<file path="src/rtl/out_buff.sv">
// Result-word output buffer: word FIFO feeding a byte serializer (MSB first) into the UART transmitter handshake.
// Optional OUT_BUFF_SYNC_BYTE_EN: prefix every word with header byte 8'hA5.
//
// state     | meaning
// IDLE      | waiting for a word in the FIFO
// LOAD      | current byte on toTx, waiting for transmitter idle
// SEND      | one-cycle wr_en pulse
// WAIT_ACK  | waiting for Tx_busy to rise (bounded by ACK_TIMEOUT)
// WAIT_DONE | waiting for Tx_busy to fall, then next byte or IDLE
module out_buff #(
  parameter int WORD_BYTES  = 4,
  parameter int DEPTH       = 4,
  parameter int ACK_TIMEOUT = 15
) (
  input  logic                    clk_50m,
  input  logic                    rst,
  input  logic [8*WORD_BYTES-1:0] result_in,
  input  logic                    result_valid,
  output logic                    result_ready,
  output logic [7:0]              toTx,
  output logic                    wr_en,
  input  logic                    Tx_busy,
  output logic                    busy,
  output logic                    empty,
  output logic                    overflow,
  output logic                    ack_err
);
  localparam int AW = $clog2(DEPTH);
  localparam int WW = 8 * WORD_BYTES;
  localparam int CW = $clog2(WORD_BYTES + 1);
  localparam int TW = $clog2(ACK_TIMEOUT + 1);

  typedef enum logic [2:0] {IDLE, LOAD, SEND, WAIT_ACK, WAIT_DONE} state_t;

  state_t          state, state_nxt;
  logic [WW-1:0]   mem [DEPTH];
  logic [AW:0]     wr_ptr, rd_ptr, wr_ptr_nxt, rd_ptr_nxt;
  logic            full, full_nxt, push, pop;
  logic [WW-1:0]   shreg;
  logic [CW-1:0]   byte_cnt;
  logic [TW-1:0]   tmo_cnt;
  logic            advance, set_err, hdr;

`ifdef OUT_BUFF_SYNC_BYTE_EN
  localparam logic [CW-1:0] START_CNT = CW'(WORD_BYTES);
  assign hdr = (byte_cnt == CW'(WORD_BYTES));
`else
  localparam logic [CW-1:0] START_CNT = CW'(WORD_BYTES - 1);
  assign hdr = 1'b0;
`endif

  assign full  = (wr_ptr[AW] != rd_ptr[AW]) && (wr_ptr[AW-1:0] == rd_ptr[AW-1:0]);
  assign empty = (wr_ptr == rd_ptr);
  assign push  = result_valid && result_ready;

  assign wr_ptr_nxt = wr_ptr + {{AW{1'b0}}, push};
  assign rd_ptr_nxt = rd_ptr + {{AW{1'b0}}, pop};
  assign full_nxt   = (wr_ptr_nxt[AW] != rd_ptr_nxt[AW]) &&
                      (wr_ptr_nxt[AW-1:0] == rd_ptr_nxt[AW-1:0]);

  assign toTx = hdr ? 8'hA5 : shreg[WW-1 -: 8];

  always_ff @(posedge clk_50m) begin
    if (push) mem[wr_ptr[AW-1:0]] <= result_in;
  end

  always_comb begin
    state_nxt = state;
    pop       = 1'b0;
    advance   = 1'b0;
    set_err   = 1'b0;
    case (state)
      IDLE: begin
        if (!empty) begin
          pop       = 1'b1;
          state_nxt = LOAD;
        end
      end
      LOAD:      if (!Tx_busy) state_nxt = SEND;
      SEND:      state_nxt = WAIT_ACK;
      WAIT_ACK: begin
        if (Tx_busy) begin
          state_nxt = WAIT_DONE;
        end else if (tmo_cnt == '0) begin
          set_err   = 1'b1;
          state_nxt = WAIT_DONE;
        end
      end
      WAIT_DONE: begin
        if (!Tx_busy) begin
          if (byte_cnt == '0) begin
            state_nxt = IDLE;
          end else begin
            advance   = 1'b1;
            state_nxt = LOAD;
          end
        end
      end
      default: state_nxt = IDLE;
    endcase
  end

  // wr_en and busy are registered from the next state so they never glitch
  always_ff @(posedge clk_50m or negedge rst) begin
    if (!rst) begin
      state        <= IDLE;
      wr_ptr       <= '0;
      rd_ptr       <= '0;
      result_ready <= 1'b1;
      overflow     <= 1'b0;
      ack_err      <= 1'b0;
      shreg        <= '0;
      byte_cnt     <= '0;
      tmo_cnt      <= '0;
      wr_en        <= 1'b0;
      busy         <= 1'b0;
    end else begin
      state        <= state_nxt;
      wr_ptr       <= wr_ptr_nxt;
      rd_ptr       <= rd_ptr_nxt;
      result_ready <= !full_nxt;
      wr_en        <= (state_nxt == SEND);
      busy         <= (state_nxt != IDLE);
      if (result_valid && full) overflow <= 1'b1;
      if (set_err) ack_err <= 1'b1;
      if (pop) begin
        shreg    <= mem[rd_ptr[AW-1:0]];
        byte_cnt <= START_CNT;
      end else if (advance) begin
        if (!hdr) shreg <= shreg << 8;
        byte_cnt <= byte_cnt - CW'(1);
      end
      if (state == SEND) begin
        tmo_cnt <= TW'(ACK_TIMEOUT - 1);
      end else if (state == WAIT_ACK && tmo_cnt != '0) begin
        tmo_cnt <= tmo_cnt - TW'(1);
      end
    end
  end
endmodule
</file>
<file path="config.mk">
export PLATFORM = sky130hd
export DESIGN_NAME = out_buff
export DESIGN_NICKNAME = d
export VERILOG_FILES = /design/src/rtl/out_buff.sv
export SDC_FILE = /design/constraint.sdc
export NUM_CORES = 1
export LEC_CHECK = 0
export CORE_MARGIN = 5
export CORE_UTILIZATION = 53
export CTS_CLUSTER_DIAMETER = 30
export CTS_CLUSTER_SIZE = 10
export DETAILED_ROUTE_END_ITERATION = 6
export HOLD_SLACK_MARGIN = 0.06
export PLACE_DENSITY = 0.84
export SLEW_MARGIN = 10
export SYNTH_ARGS = -nofsm -noshare
export SYNTH_HDL_FRONTEND = slang
export SYNTH_SLANG_ARGS = --single-unit
</file>
<file path="constraint.sdc">
create_clock -name clk_50m -period 3.8 [get_ports clk_50m]
set_input_delay 0.76 -clock clk_50m [delete_from_list [all_inputs] [get_ports clk_50m]]
set_output_delay 0.76 -clock clk_50m [all_outputs]
set_load 0.01 [all_outputs]
</file>
==> results.json, run 1 <==
{
  "critPathArrivalTime_ps": 2070,
  "final_max_slew_viol_count": 0,
  "place_area_um2": 7920,
  "async_reset_ff_frac": 0.293,
  "fp.dieW_um": 128,
  "start_kind": "register",
  "vdd.ir_drop.worst_mv": 0.339,
  "tightest_slew_ps": 1190,
  "synth_flop_cell": "edfxtp_1",
  "p_leak_nw": 3.13,
  "vias": 3950,
  "tns_ps": 0,
  "min_period_ps": 2830,
  "hold-worst-slack_ps": 412,
  "synthCells": 440,
  "cts.sinks": 181,
  "status": "finished, final reports clean",
  "synth_top_area_frac": 0.519,
  "p_per_area_nw_per_um2": 811,
  "finalInstanceArea_um2": 8540,
  "synth_edf_count": 128,
  "synth_area_um2": 7400,
  "die_h_um": 128,
  "path_class": "register to primary output",
  "num_io_pins": 50,
  "cts_resized": 0,
  "post_cts_buffers": 0,
  "layout-drive-gt1-share": 0.184,
  "cts_made_buffers": 17,
  "hold_viol": 0,
  "routabilityCongestion": 0.783,
  "end_kind": "primary output",
  "power_w": 0.00693,
  "dieArea_um2": 16400,
  "finalWirelength_um": 13900,
  "antennaDiodeCount": 0,
  "wl_per_cell_um": 20.6,
  "synth_area_leaders": "edfxtp_1, dfrtp_1, mux4_2",
  "cts_tree": "built",
  "drt_iter0_markers": 402,
  "clock-root-buffer": "clkbuf_16",
  "drc_errors": 0,
  "setup_viol_count_final": 0,
  "ys_types": 47,
  "dr.pass1.iters": 7,
  "fp.coreArea_um2": 13800,
  "worstSkewPairLatency_ps": 420,
  "cp.required_ps": 3040,
  "yosysTopAreaCell": "edfxtp_1",
  "num_rows": 43,
  "avgSynthCellArea_um2": 16.8,
  "slew-limit-headroom": 0.201,
  "cts_max_level": 4,
  "track_usage": 0.182,
  "grt_setup_unrepaired": "false",
  "syn_nets": 483,
  "maxCapViolCount": 0,
  "portBuffers": 49,
  "cts.clk_slew.worst_paths_ps": 60,
  "grt_pass1_wl_um": 22700,
  "grt_max_degree": 57,
  "post-dp-hpwl_um": 8350,
  "critical_path.max_fanout": 6,
  "fin_crit_sh": 0.745,
  "fmax_mhz": 353,
  "clockBufferDepth": 2,
  "ant_nets": 0,
  "min_path_type": "primary input to asynchronous set/reset pin",
  "via_per_inst": 5.85,
  "final_nets": 525,
  "antenna_found_initial": 0,
  "area_delta_synth_final_pct": 15.4,
  "postCtsHoldBufs": 0,
  "utilization": 0.620,
  "final.setup_skew_ps": 9.85,
  "synth_seq_cells": 181,
  "start_util": 0.537,
  "yosysWarnings": 0,
  "grt_pass1_vias": 4266,
  "grt.overflow.total": 0,
  "ys_seq_area_frac": 0.699
}
==> cell type report <==
type / instances / area, µm²
clock buffers: 18 / 439
fillers: 970 / 5230
flip-flops and latches: 181 / 5170
repair buffers: 58 / 553
clock inverters: 14 / 183
inverters: 14 / 52.6
well taps: 180 / 225
multi-input cells: 210 / 1920
==> logic make-up after synthesis <==
| logic type | after synthesis | synth area share |
|---|---|---|
| adder cells (fa/ha/maj) | 7 | 0.0118 |
| XOR/XNOR | 9 | 0.0142 |
| multiplexers | 32 | 0.0999 |
| AO/OA/AOI/OAI | 62 | 0.0658 |
| flip-flops | 181 | 0.699 |
| buffers and inverters | 49 | 0.0456 |
| AND/OR/NAND/NOR | 100 | 0.0641 |
==> Yosys cell counts (all sizes together) (2+ instances only) <==
library cell	number
a221o	11
a22o	12
nor2	22
mux4	32
nand2	36
clkbuf	10
ha	7
nor2b	12
edfxtp	128
nand3	14
dfrtp	52
buf	25
a21oi	4
nor3b	3
and3	3
xor2	8
nor3	3
o21ai	12
inv	14
a31o	2
a31oi	13
==> routing by layer <==
layer	vias up	wire [µm]	track usage
met2	137	7010	0.295
li1	1769	-	-
met5	-	0	0
met1	2014	5810	0.239
met3	30	677	0.0396
met4	0	382	0.0793
==> cells in the final DEF (no fill, tap or decap), types with 2 or more instances in the layout <==
cell	n
nor2_1	20
bufinv_16	4
a22o_2	10
a22o_1	2
xor2_1	6
clkinv_4	2
nor2b_1	12
clkdlybuf4s50_1	48
edfxtp_1	128
buf_4	9
dfrtp_1	51
and3_1	3
mux4_1	5
a21oi_1	4
a31oi_1	13
a221o_1	11
mux4_2	27
nor3_1	3
o21ai_0	12
inv_1	14
nor2_2	2
nand2_1	36
clkinv_2	5
ha_1	7
a31o_2	2
clkbuf_16	17
nand3_1	14
==> registers in the layout, indices dropped and copies added (netlist names) <==
name,flops
byte_cnt,3
overflow,1
shreg,32
state,3
wr_en,1
mem,128
result_ready,1
wr_ptr,3
rd_ptr,3
ack_err,1
tmo_cnt,4
busy,1
==> power by group <==
group / internal [W] / switching [W]
logic: 0.000994 / 0.00109
registers: 0.00269 / 0.000336
clock network: 0.00111 / 0.000709
total: 0.00479 / 0.00214
==> worst max-delay path: stages (launching register included) <==
cell	delay, ps
dfrtp_1	490
xor2_2	260
nor3_1	300
clkdlybuf4s50_1	600
==> final timing paths <==
| check | startpoint | slack, ps | cells past startpoint | endpoint |
|---|---|---|---|---|
| setup / recovery | wr_ptr[1] | 970 | 3 | empty |
| hold / removal | rst | 410 | 1 | ack_err |
| setup reg to reg | state[2] | 1360 | 8 | result_ready |
| hold reg to reg | overflow | 490 | 1 | overflow |
| max in group asynchronous | rst | 2600 | 2 | shreg[11] |
| min in group clk_50m | overflow | 490 | 1 | overflow |
==> metrics by stage <==
step,instances,setup WS [ps]
2_1_floorplan,440,994
3_3_place_gp,643,1170
3_5_place_dp,643,1140
4_1_cts,675,949
5_1_grt,675,888
6_report,675,970
Power figures use the tool's default switching activity.
==> run 2: changes to the inputs <==
--- a/config.mk
+++ b/config.mk
@@ -6,12 +6,12 @@
 export NUM_CORES = 1
 export LEC_CHECK = 0
 export CORE_MARGIN = 5
-export CORE_UTILIZATION = 53
+export CORE_UTILIZATION = 58
 export CTS_CLUSTER_DIAMETER = 30
 export CTS_CLUSTER_SIZE = 10
 export DETAILED_ROUTE_END_ITERATION = 6
 export HOLD_SLACK_MARGIN = 0.06
-export PLACE_DENSITY = 0.84
+export PLACE_DENSITY = 0.87
 export SLEW_MARGIN = 10
 export SYNTH_ARGS = -nofsm -noshare
 export SYNTH_HDL_FRONTEND = slang
==> constraint.sdc (replaced) <==
create_clock -name clk_50m -period 2.8 [get_ports clk_50m]
set_input_delay 0.56 -clock clk_50m [delete_from_list [all_inputs] [get_ports clk_50m]]
set_output_delay 0.56 -clock clk_50m [all_outputs]
set_load 0.01 [all_outputs]
==> run 2 against run 1 <==
Global-route usage rose by 1.4 points. Register-to-register slack got worse by 820 ps. Non-clock buffer count rose by 2. Via count did not move. Combinational power rose by 40%. Die area fell by 8.0%. Worst hold slack got worse by 140 ps. Critical path depth did not move. Clock skew fell by 2.5 ps. Cell area fell by 0.75%.
==> results.json, run 2 (synthesis gave the netlist of run 1 again) <==
{
  "status": "finished, final reports clean",
  "num_rows": 41,
  "grt_pass1_vias": 4246,
  "layout_commonest_cell": "edfxtp_1",
  "critical_path.max_fanout": 6,
  "startpoint": "wr_ptr[1]",
  "fin_ws_ps": 213,
  "cts_made_buffers": 17,
  "min_path_type": "primary input to asynchronous set/reset pin",
  "final.setup_skew_ps": 7.35,
  "die_h_um": 123,
  "grt_pass1_wl_um": 22100,
  "cts.sinks": 181,
  "setup_viol_count_final": 0,
  "grt.busiest_layer": "met2",
  "hold-worst-slack_ps": 274,
  "critical_path_buf_inv_count": 1,
  "use_met3": 0.0489,
  "cts_max_level": 4,
  "grt_max_degree": 57,
  "clockBufferDepth": 2,
  "vdd.ir_drop.worst_mv": 0.524,
  "antenna_found_initial": 0,
  "drt_iter0_markers": 349,
  "fill_cells": 777,
  "p_leak_nw": 3.08,
  "tns_ps": 0,
  "track_usage": 0.196,
  "critPathArrivalTime_ps": 2030,
  "cp.required_ps": 2240,
  "dr.pass1.iters": 6,
  "tightest_slew_ps": 1050,
  "slowest_stage": "clkdlybuf4s50_1",
  "fmax_mhz": 387,
  "multi_input_comb_area_um2": 1920,
  "finalWirelength_um": 13400,
  "regArea_um2": 5170,
  "start_kind": "register",
  "end_kind": "primary output",
  "power_w": 0.00902,
  "portBuffers": 49,
  "maxCapViolCount": 0,
  "cts_resized": 0,
  "layout-drive-gt1-share": 0.177,
  "fin_crit_sh": 0.924,
  "fp.dieW_um": 123,
  "regToRegEndpoint": "result_ready",
  "reg2reg_from": "state[0]",
  "final_cell_mix": "edfxtp_1, dfrtp_1, clkdlybuf4s50_1",
  "area_delta_synth_final_pct": 14.6,
  "p_per_area_nw_per_um2": 1060,
  "grtUsageMet1": 0.258,
  "antennaDiodeCount": 0,
  "hold_viol": 0,
  "wl_per_cell_um": 20.1,
  "cp_cell_sequence": "xor2_2, nor3_1, clkdlybuf4s50_1",
  "placed_cells": 637,
  "clock-root-buffer": "clkbuf_16",
  "slew-limit-headroom": 0.289,
  "ant_nets": 0,
  "drc_errors": 0,
  "largest_reg_flops": 128,
  "instances_no_fill": 669,
  "path_class": "register to primary output",
  "worst-r2r-cell-count": 8,
  "start_util": 0.589,
  "num_io_pins": 50,
  "grt.overflow.total": 0,
  "routabilityCongestion": 0.790,
  "post-dp-hpwl_um": 8010,
  "final_nets": 527,
  "cts_tree": "built",
  "post_cts_buffers": 0,
  "max_stage_delay_ps": 590,
  "final_max_slew_viol_count": 0,
  "path_delay_family": "buffers and inverters",
  "r2r_slack_ps": 540,
  "postCtsHoldBufs": 0,
  "pre_cts_ws_ps": 370,
  "min_period_ps": 2590,
  "cts.clk_slew.worst_paths_ps": 60,
  "use_met2": 0.320,
  "via_per_inst": 5.90,
  "vias": 3950,
  "worstSkewPairLatency_ps": 420,
  "dieArea_um2": 15100,
  "fp.coreArea_um2": 12600,
  "grt_setup_unrepaired": "false"
}
==> run 2: changes by cell type in the layout (fill, tap and decap cells not counted), sizes merged <==
cell / previous run / this run
buf: 10 / 12
bufinv: 4 / 0
clkbuf: 18 / 21
clkinv: 8 / 7
clkinvlp: 1 / 4
inv: 15 / 14
==> run 2: worst register-to-register path, cell delays in order, from the launching register on <==
cell and delay, ps:
dfrtp_1 520, nor3_1 410, o31ai_4 140, inv_1 90, ha_1 150, ha_1 170
xor2_1 240, xnor2_1 90, or3_1 360
==> run 2: where the power goes <==
group / internal, W / switching [W] / leakage, nW / total (W)
Clock: 0.00112 / 0.000921 / 0.237 / 0.00204
Sequential: 0.00364 / 0.000415 / 1.79 / 0.00406
Combinational: 0.00140 / 0.00152 / 1.06 / 0.00292
Total: 0.00616 / 0.00286 / 3.08 / 0.00902
==> run 2: worst max path at each step <==
| stage | end | cells after the start |
|---|---|---|
| after floorplan | mem[1][0] | 3 |
| after global placement | result_ready | 7 |
| after detailed placement | result_ready | 7 |
| after CTS | empty | 3 |
| after global routing | empty | 3 |
| final | empty | 3 |
==> run 2: routing by layer <==
| layer | routed length [µm] | part of all wire |
|---|---|---|
| met5 | 0 | 0 |
| met4 | 282 | 0.021 |
| met3 | 760 | 0.057 |
| met2 | 6890 | 0.51 |
| met1 | 5490 | 0.41 |
==> run 2: stage by stage <==
stage | utilization | cell area (µm²)
floorplan | - | 7410
global placement | 0.635 | 7980
detailed placement | 0.635 | 7980
CTS | 0.675 | 8480
global route | 0.675 | 8480
finish | 0.675 | 8480
==> run 2: layout make-up <==
type                    instances  share of cell area
flip-flops and latches        181               0.610
clock inverters                11             0.00738
well taps                     172              0.0254
multi-input cells             210               0.226
clock buffers                  21              0.0519
repair buffers                 60              0.0729
inverters                      14             0.00620
